### src/rtl/control_sequencer.sv
// Multi-cycle control sequencer: fetch/decode/exec/mem/wb.
// Outputs are registered from the next-state decode.
module control_sequencer #(
  parameter int MEM_LAT = 2,
  parameter int CNTW    = 16
) (
  input  logic            clk,
  input  logic            rst,
  input  logic            start,
  input  logic [5:0]      opcode,
  input  logic [5:0]      func,
  output logic            ir_write,
  output logic            pc_write,
  output logic [1:0]      reg_write,
  output logic            imm_mux_ctrl,
  output logic            alu_mux_ctrl,
  output logic [3:0]      alu_op,
  output logic            dmem_enable,
  output logic            dmem_write_enable,
  output logic [1:0]      reg_write_mux_ctrl,
  output logic [4:0]      br_op,
  output logic            busy,
  output logic            illegal,
  output logic [CNTW-1:0] retired
);

  typedef enum logic [2:0] {
    S_IDLE, S_FETCH, S_DECODE, S_EXEC,
    S_MEM, S_WB, S_HALT
  } state_t;

  localparam logic [2:0] LAST = 3'(MEM_LAT - 1);
  localparam logic [CNTW-1:0] ONE = {{(CNTW-1){1'b0}}, 1'b1};

  state_t          state, nxt_state;
  logic [5:0]      op_q, fn_q, nxt_op, nxt_fn;
  logic [2:0]      cnt, nxt_cnt;
  logic            nxt_ill;
  logic [CNTW-1:0] nxt_ret;

  logic            d_ir, d_pc, d_amux, d_den, d_dwe, d_busy;
  logic [1:0]      d_rw, d_rwm;
  logic [3:0]      d_aop;
  logic [4:0]      d_br;

  // next state, latched instruction, mem counter, retire count
  always_comb begin
    nxt_state = state;
    nxt_op    = op_q;
    nxt_fn    = fn_q;
    nxt_cnt   = cnt;
    nxt_ill   = illegal;
    nxt_ret   = retired;
    unique case (state)
      S_IDLE:   if (start) nxt_state = S_FETCH;
      S_FETCH:  nxt_state = S_DECODE;
      S_DECODE: begin
        nxt_state = S_EXEC;
        nxt_op    = opcode;
        nxt_fn    = func;
      end
      S_EXEC: begin
        unique case (1'b1)
          (op_q <= 6'd1):        nxt_state = S_WB;
          (op_q[5:1] == 5'd1): begin
            nxt_state = S_MEM;
            nxt_cnt   = 3'd0;
          end
          (op_q == 6'd4): begin
            nxt_state = S_FETCH;
            nxt_ret   = retired + ONE;
          end
          (op_q == 6'd5):        nxt_state = S_HALT;
          default: begin
            nxt_state = S_HALT;
            nxt_ill   = 1'b1;
          end
        endcase
      end
      S_MEM: begin
        if (cnt == LAST) begin
          if (op_q == 6'd3) begin
            nxt_state = S_FETCH;
            nxt_ret   = retired + ONE;
          end else begin
            nxt_state = S_WB;
          end
        end else begin
          nxt_cnt = cnt + 3'd1;
        end
      end
      S_WB: begin
        nxt_state = S_FETCH;
        nxt_ret   = retired + ONE;
      end
      S_HALT:   nxt_state = S_HALT;
      default:  nxt_state = S_IDLE;
    endcase
  end

  // control outputs for the state being entered
  always_comb begin
    d_ir   = 1'b0;
    d_pc   = 1'b0;
    d_rw   = 2'b00;
    d_amux = 1'b0;
    d_aop  = 4'd0;
    d_den  = 1'b0;
    d_dwe  = 1'b0;
    d_rwm  = 2'b00;
    d_br   = 5'd0;
    d_busy = !(nxt_state == S_IDLE || nxt_state == S_HALT);
    if (nxt_op <= 6'd3 &&
        (nxt_state == S_EXEC || nxt_state == S_MEM ||
         nxt_state == S_WB)) begin
      d_amux = (nxt_op != 6'd0);
      d_aop  = (nxt_op == 6'd0) ? nxt_fn[3:0] : 4'd0;
    end
    unique case (nxt_state)
      S_FETCH: d_ir = 1'b1;
      S_EXEC: begin
        if (nxt_op == 6'd4) begin
          d_br = nxt_fn[4:0];
          d_pc = 1'b1;
        end
      end
      S_MEM: begin
        d_den = 1'b1;
        if (nxt_op == 6'd3) begin
          d_dwe = 1'b1;
          d_pc  = (nxt_cnt == LAST);
        end
      end
      S_WB: begin
        d_rw  = 2'b01;
        d_pc  = 1'b1;
        d_rwm = (nxt_op == 6'd2) ? 2'b01 : 2'b10;
      end
      default: ;
    endcase
  end

  // state and output registers
  always_ff @(posedge clk or negedge rst) begin
    if (!rst) begin
      state              <= S_IDLE;
      op_q               <= '0;
      fn_q               <= '0;
      cnt                <= '0;
      illegal            <= 1'b0;
      retired            <= '0;
      ir_write           <= 1'b0;
      pc_write           <= 1'b0;
      reg_write          <= '0;
      imm_mux_ctrl       <= 1'b0;
      alu_mux_ctrl       <= 1'b0;
      alu_op             <= '0;
      dmem_enable        <= 1'b0;
      dmem_write_enable  <= 1'b0;
      reg_write_mux_ctrl <= '0;
      br_op              <= '0;
      busy               <= 1'b0;
    end else begin
      state              <= nxt_state;
      op_q               <= nxt_op;
      fn_q               <= nxt_fn;
      cnt                <= nxt_cnt;
      illegal            <= nxt_ill;
      retired            <= nxt_ret;
      ir_write           <= d_ir;
      pc_write           <= d_pc;
      reg_write          <= d_rw;
      imm_mux_ctrl       <= 1'b0;
      alu_mux_ctrl       <= d_amux;
      alu_op             <= d_aop;
      dmem_enable        <= d_den;
      dmem_write_enable  <= d_dwe;
      reg_write_mux_ctrl <= d_rwm;
      br_op              <= d_br;
      busy               <= d_busy;
    end
  end

endmodule

### config.mk
export PLATFORM = sky130hd
export DESIGN_NAME = control_sequencer
export DESIGN_NICKNAME = d
export VERILOG_FILES = /design/src/rtl/control_sequencer.sv
export SDC_FILE = /design/constraint.sdc
export NUM_CORES = 1
export LEC_CHECK = 0
export CORE_MARGIN = 5
export CORE_UTILIZATION = 51
export CTS_BUF_LIST = sky130_fd_sc_hd__clkbuf_8
export DETAILED_ROUTE_END_ITERATION = 7
export GPL_ROUTABILITY_DRIVEN = 1
export HOLD_SLACK_MARGIN = 0.03
export PLACE_DENSITY = 0.8
export SETUP_SLACK_MARGIN = 0.3
export SYNTH_ARGS = -nofsm -noshare
export SYNTH_HDL_FRONTEND = slang
export SYNTH_SLANG_ARGS = --single-unit
### constraint.sdc
create_clock -name clk -period 2.3 [get_ports clk]
set_clock_uncertainty 0.05 [all_clocks]
set_input_delay 0.46 -clock clk [delete_from_list [all_inputs] [get_ports clk]]
set_output_delay 0.46 -clock clk [all_outputs]
set_load 0.05 [all_outputs]
==> results_dict.tcl, run 1 <==
set metrics [dict create \
    status "finished clean" \
    regToRegSetupSlack_ns 0.37 \
    power_density_nw_per_um2 1170 \
    ys.flop_type "dfrtp_1" \
    grt-ovfl-total 0 \
    initial_core_util_pct 53.6 \
    crit_fanout 1 \
    post_dp_cell_area_um2 2930 \
    cp.depth 1 \
    drc_errors 0 \
    arrival_ns 1.44 \
    maxSlewViolCount 0 \
    cpLargestDelayFamily "buffers and inverters" \
    avgSynthCellArea_um2 11.4 \
    insertion_delay_ns 0.31 \
    cts_tree "done" \
    r2r_start "op_q[3]" \
    syn_area_um2 2370 \
    timing.fmax_ghz 0.513 \
    clk_pin_slew_ns 0.09 \
    cap_violations 0 \
    grt.busiest_layer "met2" \
    fp.coreArea_um2 4410 \
    seq_power_share_pct 36.0 \
    synth_top_area_share_pct 55.0 \
    gr-usage-met2_pct 25.8 \
    critPathBufInv 1 \
    worst_slew_pin_slew_ns 0.613 \
    period_needed_ns 1.95 \
    p_switching_w 0.00143 \
    holdWs_ns 0.0686 \
    port_buffers 48 \
    p_int_w 0.00236 \
    first_pass_iters 4 \
    gr-usage-all-layers_pct 16.1 \
    die_x_um 78.1 \
    async_flop_share_pct 100 \
    grt_pass1_wl_um 8050 \
    setup_tns_ns 0 \
    grtUsageMet1_pct 20.5 \
    synth.largest_area_cell "dfrtp_1" \
    crit_end "alu_mux_ctrl" \
    synthToLayoutAreaGrowth_pct 37.3 \
    synth-edff-count 0 \
    hold_viol 0 \
    avgRoutedWirePerCell_um 14.7 \
    drtIter0Drc 55 \
    ys_warn_count 0 \
    rows 24 \
    fp.dieH_um 78.1 \
    power.leakage_nw 1.73 \
    layout-drive-gt1-share_pct 20.2 \
    cts_buffer_depth 2 \
    place.gp.congestion 0.807 \
    slew_headroom_pct 58.8 \
    crit_type "flop to output pin" \
    htreeDepth 2 \
    synth-seq-area-share_pct 55.0 \
    cp_cell_sequence "clkdlybuf4s50_1" \
    vias_per_cell 5.38 \
    antenna_found_initial 0 \
    diodes 0 \
    start_kind "flop" \
    ir_drop_mv 0.645 \
    hp-class "input port to async pin" \
    cts_sinks 52 \
    ant_nets 0 \
    end_kind "output pin" \
    syn-instance-count 207 \
    layout.nets 289 \
    worst_path_max_delay_cell "clkdlybuf4s50_1" \
    r2r-end "dmem_write_enable" \
    cts_made_buffers 5 \
    dp_hpwl_um 3350 \
    vias 1742 \
    io_pins 52 \
    critical-path-max-stage-delay_ns 0.81 \
    ys_ff_latch 52 \
    grt_max_degree 53 \
    synth.distinct_cells 51 \
    cts-root-buf "clkbuf_8" \
    cp.required_ns 1.79 \
    finalCritPeriodShare_pct 84.8 \
    startpoint "alu_mux_ctrl" \
    reg2regPathDepth 5 \
    netSwitchingFraction_pct 37.7 \
    drt_wl_total_um 4770 \
    use_met3_pct 5.61 \
    yosys-top-cells-area "dfrtp_1 (55%), xor2_1 (4.1%), mux2_2 (3.3%)" \
    rsz0062_at_grt "false" \
    grt_pass1_vias 1773 \
    clkPwrFrac_pct 22.1 \
    finalSetupViolations 0 \
    p_comb_share_pct 41.9 \
    postLayoutCellArea_um2 3250 \
    die_area_um2 6100 \
]
-- power groups by stage --
| stage | logic (W) | clock network (W) | registers, W |
|---|---|---|---|
| after floorplan | 0.000766 | 0 | 0.00158 |
| after CTS | 0.00141 | 0.000863 | 0.00136 |
| after detailed placement | 0.00138 | 0 | 0.00139 |
| after global routing | 0.00172 | 0.000900 | 0.00140 |
| after global placement | 0.00135 | 0 | 0.00138 |
| final | 0.00159 | 0.000839 | 0.00137 |
-- Yosys cell counts, drive strengths merged (5+ instances only) --
cell type and number:
a21oi 6, inv 12, nor3 11, nor4b 5, nand2 6, nand3 7, xor2 11, dfrtp 52
nand2b 5, mux2 7, mux2i 5, nor2 20
-- layout make-up --
type	count	area [µm²]
Clock buffer	5	68.8
Timing Repair Buffer	63	612
Clock inverter	3	90.1
Inverter	12	45.0
Multi-Input combinational cell	137	1060
Fill cell	312	1160
Tap cell	52	65.1
Sequential cell	52	1310
-- worst min path at each step --
| stage | end | slack [ns] | depth (start not counted) |
|---|---|---|---|
| after CTS | retired[13] | 0.08 | 2 |
| final | retired[13] | 0.07 | 2 |
| after floorplan | alu_mux_ctrl | 0.11 | 0 |
| after detailed placement | retired[15] | 0.41 | 1 |
| after global routing | retired[15] | 0.08 | 2 |
| after global placement | retired[15] | 0.41 | 1 |
-- repair_timing --
action | 4_1_cts | 5_1_grt
gates resized for setup | 19 | 30
buffers inserted | 1 | 6
pin swaps | 0 | 2
setup endpoints to repair | 20 | 25
hold buffers | 0 | 0
cloned | 0 | 1
-- cells by family (layout without fill, tap and decap cells) --
| family | Yosys count | after routing | synth area share, % |
|---|---|---|---|
| AO/OA/AOI/OAI | 29 | 29 | 9.04 |
| XOR/XNOR | 15 | 15 | 5.55 |
| adder cells (fa/ha/maj) | 3 | 3 | 1.59 |
| buffers and inverters | 19 | 83 | 3.70 |
| flip-flops | 52 | 52 | 55.0 |
| multiplexers | 12 | 12 | 5.44 |
| other | 1 | 2 | 0.158 |
| AND/OR/NAND/NOR | 76 | 76 | 19.6 |
-- sequential cells by signal (all words and copies together), names as in the netlist --
register,flops
reg_write_mux_ctrl,2
dmem_enable,1
pc_write,1
retired,16
br_op,5
state,3
reg_write,1
ir_write,1
busy,1
fn_q,5
cnt,3
illegal,1
dmem_write_enable,1
alu_op,4
alu_mux_ctrl,1
op_q,6
-- metrics by stage --
stage / total power, W / util (%) / setup WS (ns) / std cells
floorplan: 0.00234 / - / 0.399 / 208
global placement: 0.00273 / 66.5 / 0.182 / 308
detailed placement: 0.00277 / 66.5 / 0.170 / 308
CTS: 0.00363 / 70.2 / 0.285 / 317
global route: 0.00402 / 73.6 / 0.284 / 324
finish: 0.00379 / 73.6 / 0.349 / 324
-- layout by cell type, fill, tap and decap left out, types with 2 or more instances in the layout --
master,instances
dfrtp_1,48
nor2_1,20
clkdlybuf4s50_1,20
dlygate4sd2_1,16
buf_4,13
inv_1,12
xor2_1,11
dlymetal6s2s_1,11
nor3_1,10
mux2_2,7
nand3_1,7
nand2_1,6
nand2b_1,5
mux2i_1,5
a21oi_1,5
clkbuf_8,5
xnor2_1,4
dfrtp_2,4
o21ai_0,3
and3_1,3
o2bb2ai_1,3
nand4_1,3
bufinv_16,3
nand3b_1,2
nor4_4,2
and2_1,2
nor2b_1,2
a31oi_4,2
nor4b_4,2
nor4b_1,2
ha_1,2
conb_1,2
-- per-layer routing --
layer,vias to the layer above,routed length (µm)
li1,848,-
met1,853,2060
met2,34,2370
met3,7,281
met4,0,59
met5,-,0
No activity file was read; power rests on OpenSTA's default activity.
==> run 2, diff against run 1 <==
Clock period 2.3 ns to 1.9 ns, I/O delays scaled along.
==> results_dict.tcl, run 2 (synthesized netlist as in run 1, its figures left out) <==
set metrics [dict create \
    status "finished clean" \
    end_kind "flop" \
    cts_buffer_depth 2 \
    fp.dieH_um 78.1 \
    holdWs_ns 0.416 \
    largest_register "retired" \
    ant_nets 0 \
    timing.fmax_ghz 0.531 \
    hold_path_depth 1 \
    slew_headroom_pct 66.1 \
    fp.coreArea_um2 4410 \
    drtIter0Drc 153 \
    initial_core_util_pct 53.6 \
    dp_hpwl_um 3680 \
    reg2regPathDepth 5 \
    io_pins 52 \
    largest_reg_flops 16 \
    arrival_ns 2.02 \
    power_density_nw_per_um2 1470 \
    cts_tree "done" \
    cap_violations 0 \
    r2r-end "dmem_write_enable" \
    power_w 0.00534 \
    synthToLayoutAreaGrowth_pct 53.0 \
    final_cell_mix "buf_4 (64), dfrtp_1 (37), dfrtp_2 (15)" \
    finalSetupViolations 0 \
    start_kind "flop" \
    grt_pass1_vias 2070 \
    avgRoutedWirePerCell_um 18.8 \
    place.gp.congestion 0.832 \
    gr-usage-all-layers_pct 20.5 \
    layout-drive-gt1-share_pct 52.0 \
    critical-path-max-stage-delay_ns 0.44 \
    drt_wl_total_um 6690 \
    ir_drop_mv 0.932 \
    drc_errors 0 \
    vias 1988 \
    die_area_um2 6100 \
    grt-ovfl-total 0 \
    rows 24 \
    finalCritPeriodShare_pct 99.1 \
    vias_per_cell 5.58 \
    power.leakage_nw 1.71 \
    hp-class "flop to flop" \
    port_buffers 48 \
    r2r_start "op_q[4]" \
    die_x_um 78.1 \
    antenna_found_initial 0 \
    period_needed_ns 1.88 \
    layout.nets 321 \
    grt_pass1_wl_um 10100 \
    reg_top3 "retired (16), op_q (6)" \
    cts-root-buf "clkbuf_8" \
    htreeDepth 2 \
    grt_max_degree 32 \
    diodes 0 \
    crit_fanout 4 \
    cts_made_buffers 5 \
    cp_cell_sequence "or3_4 -> or2_4 -> a21o_4 -> o31a_1 -> and3_1" \
    rsz0062_at_grt "true" \
    hold_viol 0 \
    insertion_delay_ns 0.31 \
    regToRegSetupSlack_ns 0.02 \
    stdcell_count 356 \
    cts_sinks 52 \
    n_fill_cell 232 \
    maxSlewViolCount 0 \
    dp_cells 321 \
    cp.required_ns 2.04 \
    clk_pin_slew_ns 0.09 \
    worst_slew_pin_slew_ns 0.509 \
    crit_end "dmem_write_enable" \
    crit_type "flop to flop" \
    worst_path_max_delay_cell "dfrtp_1" \
    first_pass_iters 4 \
    final_common_cell "buf_4" \
    startpoint "op_q[4]" \
]
[run 2: cell types whose count changed in the layout (fill, tap and decap cells not counted), moves of 4 or more]
cell,delta
dlygate4sd2_1,-16
buf_4,+51
nor3_2,+5
nor2_4,+4
dlymetal6s2s_1,-11
nor2_1,-8
mux2i_1,-4
dfrtp_2,+11
buf_6,+9
clkdlybuf4s50_1,-8
dfrtp_1,-11
nor2_2,+4
nor3_1,-5
[run 2: worst min-delay path by stage]
stage	startpoint	to
after floorplan	rst	alu_mux_ctrl
after global placement	rst	retired[8]
after detailed placement	rst	retired[6]
after CTS	retired[15]	retired[15]
after global routing	retired[15]	retired[15]
final	retired[15]	retired[15]
[run 2: cell type report]
class                           instances  area [µm²]  area share [%]
Sequential cell                        52        1320            36.5
Multi-Input combinational cell        137        1300            35.9
Timing Repair Buffer                   95         798            22.0
Clock buffer                            6        82.6            2.28
Tap cell                               52        65.1            1.80
Inverter                               12        45.0            1.24
Clock inverter                          2        11.3           0.311
[run 2: critical path: cells and delay by family, from the launching register on]
family | cells | cell delay [ns]
DFF | 1 | 0.44
AOI/OAI and AO/OA | 2 | 0.39
and+or+nand+nor | 3 | 0.89
[run 2: per-layer routing]
| metal | global-route usage [%] | part of all wire, % | up-vias |
|---|---|---|---|
| met5 | 0 | 0 | - |
| met4 | 4.73 | 2.3 | 0 |
| met3 | 5.49 | 6.0 | 17 |
| met2 | 35.3 | 52 | 64 |
| met1 | 25.7 | 39 | 994 |
| li1 | - | - | 913 |
[run 2: repair_timing]
item	CTS	global route
pin swaps	21	11
resized for setup	29	43
hold buffers	1	0
setup endpoints to repair	45	46
hold endpoints to repair	21	0
setup buffers	16	10
[run 2: through the flow]
step | setup slack (ns) | TNS, ns | cell area (µm²) | utilization [%]
after floorplan | 0.149 | 0 | 2500 | -
after global placement | -0.0136 | -0.0136 | 3080 | 69.7
after detailed placement | -0.0153 | -0.0153 | 3080 | 69.7
after CTS | 0.0690 | 0 | 3400 | 77.1
after global routing | -0.0642 | -0.337 | 3620 | 82.0
final | 0.0177 | 0 | 3620 | 82.0
[run 2: power by group]
group | switching [W] | internal [W] | total [W]
sequential | 0.000278 | 0.00140 | 0.00168
clock | 0.000357 | 0.000291 | 0.000648
combinational | 0.00160 | 0.00141 | 0.00301
==> run 3, diff against run 2 <==
Settings changed: CORE_UTILIZATION 51 to 50, CTS_BUF_LIST sky130_fd_sc_hd__clkbuf_8 to default, PLACE_DENSITY 0.8 to 0.79.
==> results_dict.tcl, run 3 (synthesized netlist as in run 1, its figures left out) <==
set metrics [dict create \
    worst_path_max_delay_cell "dfrtp_2" \
    cp_cell_sequence "or3_4 -> or2_4 -> a21o_4 -> a31oi_4 -> nor3_1" \
    stdcell_count 345 \
    finalCritPeriodShare_pct 102 \
    timing.fmax_ghz 0.517 \
    critical-path-max-stage-delay_ns 0.46 \
    postLayoutCellArea_um2 3470 \
    cp.required_ns 2.03 \
    io_pins 52 \
    dp_cells 325 \
    die_x_um 78.8 \
    hold_viol 0 \
    post_dp_cell_area_um2 3070 \
    reg2regPathDepth 5 \
    antenna_found_initial 0 \
    port_buffers 48 \
    finalSetupViolations 1 \
    insertion_delay_ns 0.31 \
    hp-class "flop to flop" \
    grt_pass1_wl_um 9190 \
    r2r-end "alu_op[0]" \
    setup_slack_ns -0.0341 \
    layout.nets 308 \
    status "finished with violations" \
    place.gp.congestion 0.817 \
    cts-root-buf "clkbuf_8" \
    power_w 0.00490 \
    gr-usage-all-layers_pct 18.9 \
    fp.dieH_um 78.8 \
    maxSlewViolCount 0 \
    largest_reg_flops 16 \
    cts_sinks 52 \
    end_kind "flop" \
    grt-ovfl-total 0 \
    grt_max_degree 20 \
    power.leakage_nw 1.66 \
    layout-drive-gt1-share_pct 48.1 \
    final_cell_mix "buf_4 (63), dfrtp_1 (39), nor2_1 (16), dfrtp_2 (13), clkdlybuf4s50_1 (12)" \
    r2r_start "op_q[4]" \
    period_needed_ns 1.93 \
    start_kind "flop" \
    cts_buffer_depth 2 \
    first_pass_iters 4 \
    drt_wl_total_um 5650 \
    largest_register "retired" \
    cts_made_buffers 5 \
    power_density_nw_per_um2 1410 \
    min_to "retired[15]" \
    ant_nets 0 \
    crit_fanout 5 \
    reg_top3 "retired (16), op_q (6)" \
    arrival_ns 2.07 \
    diodes 0 \
    vias_per_cell 5.37 \
    clk_pin_slew_ns 0.10 \
    rsz0062_at_grt "true" \
    violations "negative setup slack" \
    die_area_um2 6210 \
    vias 1852 \
    n_fill_cell 295 \
    drtIter0Drc 136 \
    holdWs_ns 0.421 \
    regToRegSetupSlack_ns -0.03 \
    ir_drop_mv 0.773 \
    rows 25 \
    dp_hpwl_um 3890 \
    synthToLayoutAreaGrowth_pct 46.5 \
    setup_tns_ns -0.0341 \
    htreeDepth 2 \
    cap_violations 0 \
    fp.coreArea_um2 4660 \
    avgRoutedWirePerCell_um 16.4 \
    initial_core_util_pct 50.8 \
    hold_start "retired[15]" \
    drc_errors 0 \
    grt_pass1_vias 1928 \
    final_common_cell "buf_4" \
    crit_type "flop to flop" \
    cts_tree "done" \
    hold_path_depth 1 \
]
==> run 3: cell types whose count changed in the layout (fill, tap and decap cells not counted), moves of 2 or more <==
cell | before | now
nor2_4 | 4 | 2
dfrtp_1 | 37 | 39
clkbuf_2 | 3 | 0
clkdlybuf4s15_1 | 2 | 0
nor2_1 | 12 | 16
o2bb2ai_2 | 0 | 2
dfrtp_2 | 15 | 13
o2bb2ai_1 | 3 | 1
buf_6 | 10 | 4
nor2_2 | 4 | 2
clkinv_4 | 0 | 2
==> run 3: worst max-delay path by stage <==
stage               startpoint            to  slack [ns]  depth (start not counted)
floorplan              op_q[2]  alu_mux_ctrl        0.15                          5
CTS                    op_q[3]   retired[14]        0.05                          6
global route           op_q[4]     alu_op[0]       -0.07                          5
finish                 op_q[4]     alu_op[0]       -0.03                          5
global placement         start      pc_write       -0.03                          6
detailed placement       start      pc_write       -0.05                          6
==> run 3: per-layer routing <==
metal	up-vias	part of all wire, %	global-route usage, %	routed length (µm)
li1	885	-	-	-
met1	900	40	22.9	2270
met2	57	52	32.7	2940
met3	10	5.7	4.99	323
met4	0	1.9	6.12	110
met5	-	0	0	0
==> run 3: through the flow <==
step	worst slack (ns)	utilization, %
global route	-0.0697	74.4
CTS	0.0467	70.5
floorplan	0.149	-
global placement	-0.0319	65.9
detailed placement	-0.0459	65.9
finish	-0.0341	74.4
==> run 3: repair_timing <==
action,in CTS,in global routing
setup buffers,3,8
hold endpoints to repair,17,0
resized for setup,18,23
hold buffers,1,0
pin swaps,15,14
setup endpoints to repair,34,36
==> run 3: report_power, final <==
part           switching, W  internal [W]  total, W  leakage, nW
logic               0.00136       0.00119   0.00255        0.953
registers          0.000293       0.00139   0.00169        0.656
clock network      0.000391      0.000269  0.000660       0.0487
total               0.00205       0.00285   0.00490         1.66
==> run 3: critical path: cells and delay by family (launching register included) <==
family	cells	cell delay, ns
AND/OR/NAND/NOR	3	0.82
AO/OA/AOI/OAI	2	0.47
flip-flops	1	0.46
==> run 3: layout make-up <==
class / count / area, µm² / share of cell area [%]
well taps: 54 / 67.6 / 1.95
clock inverters: 3 / 26.3 / 0.758
multi-input cells: 137 / 1270 / 36.8
inverters: 12 / 45.0 / 1.30
clock buffers: 5 / 68.8 / 1.98
repair buffers: 82 / 668 / 19.3
flip-flops and latches: 52 / 1320 / 38.0
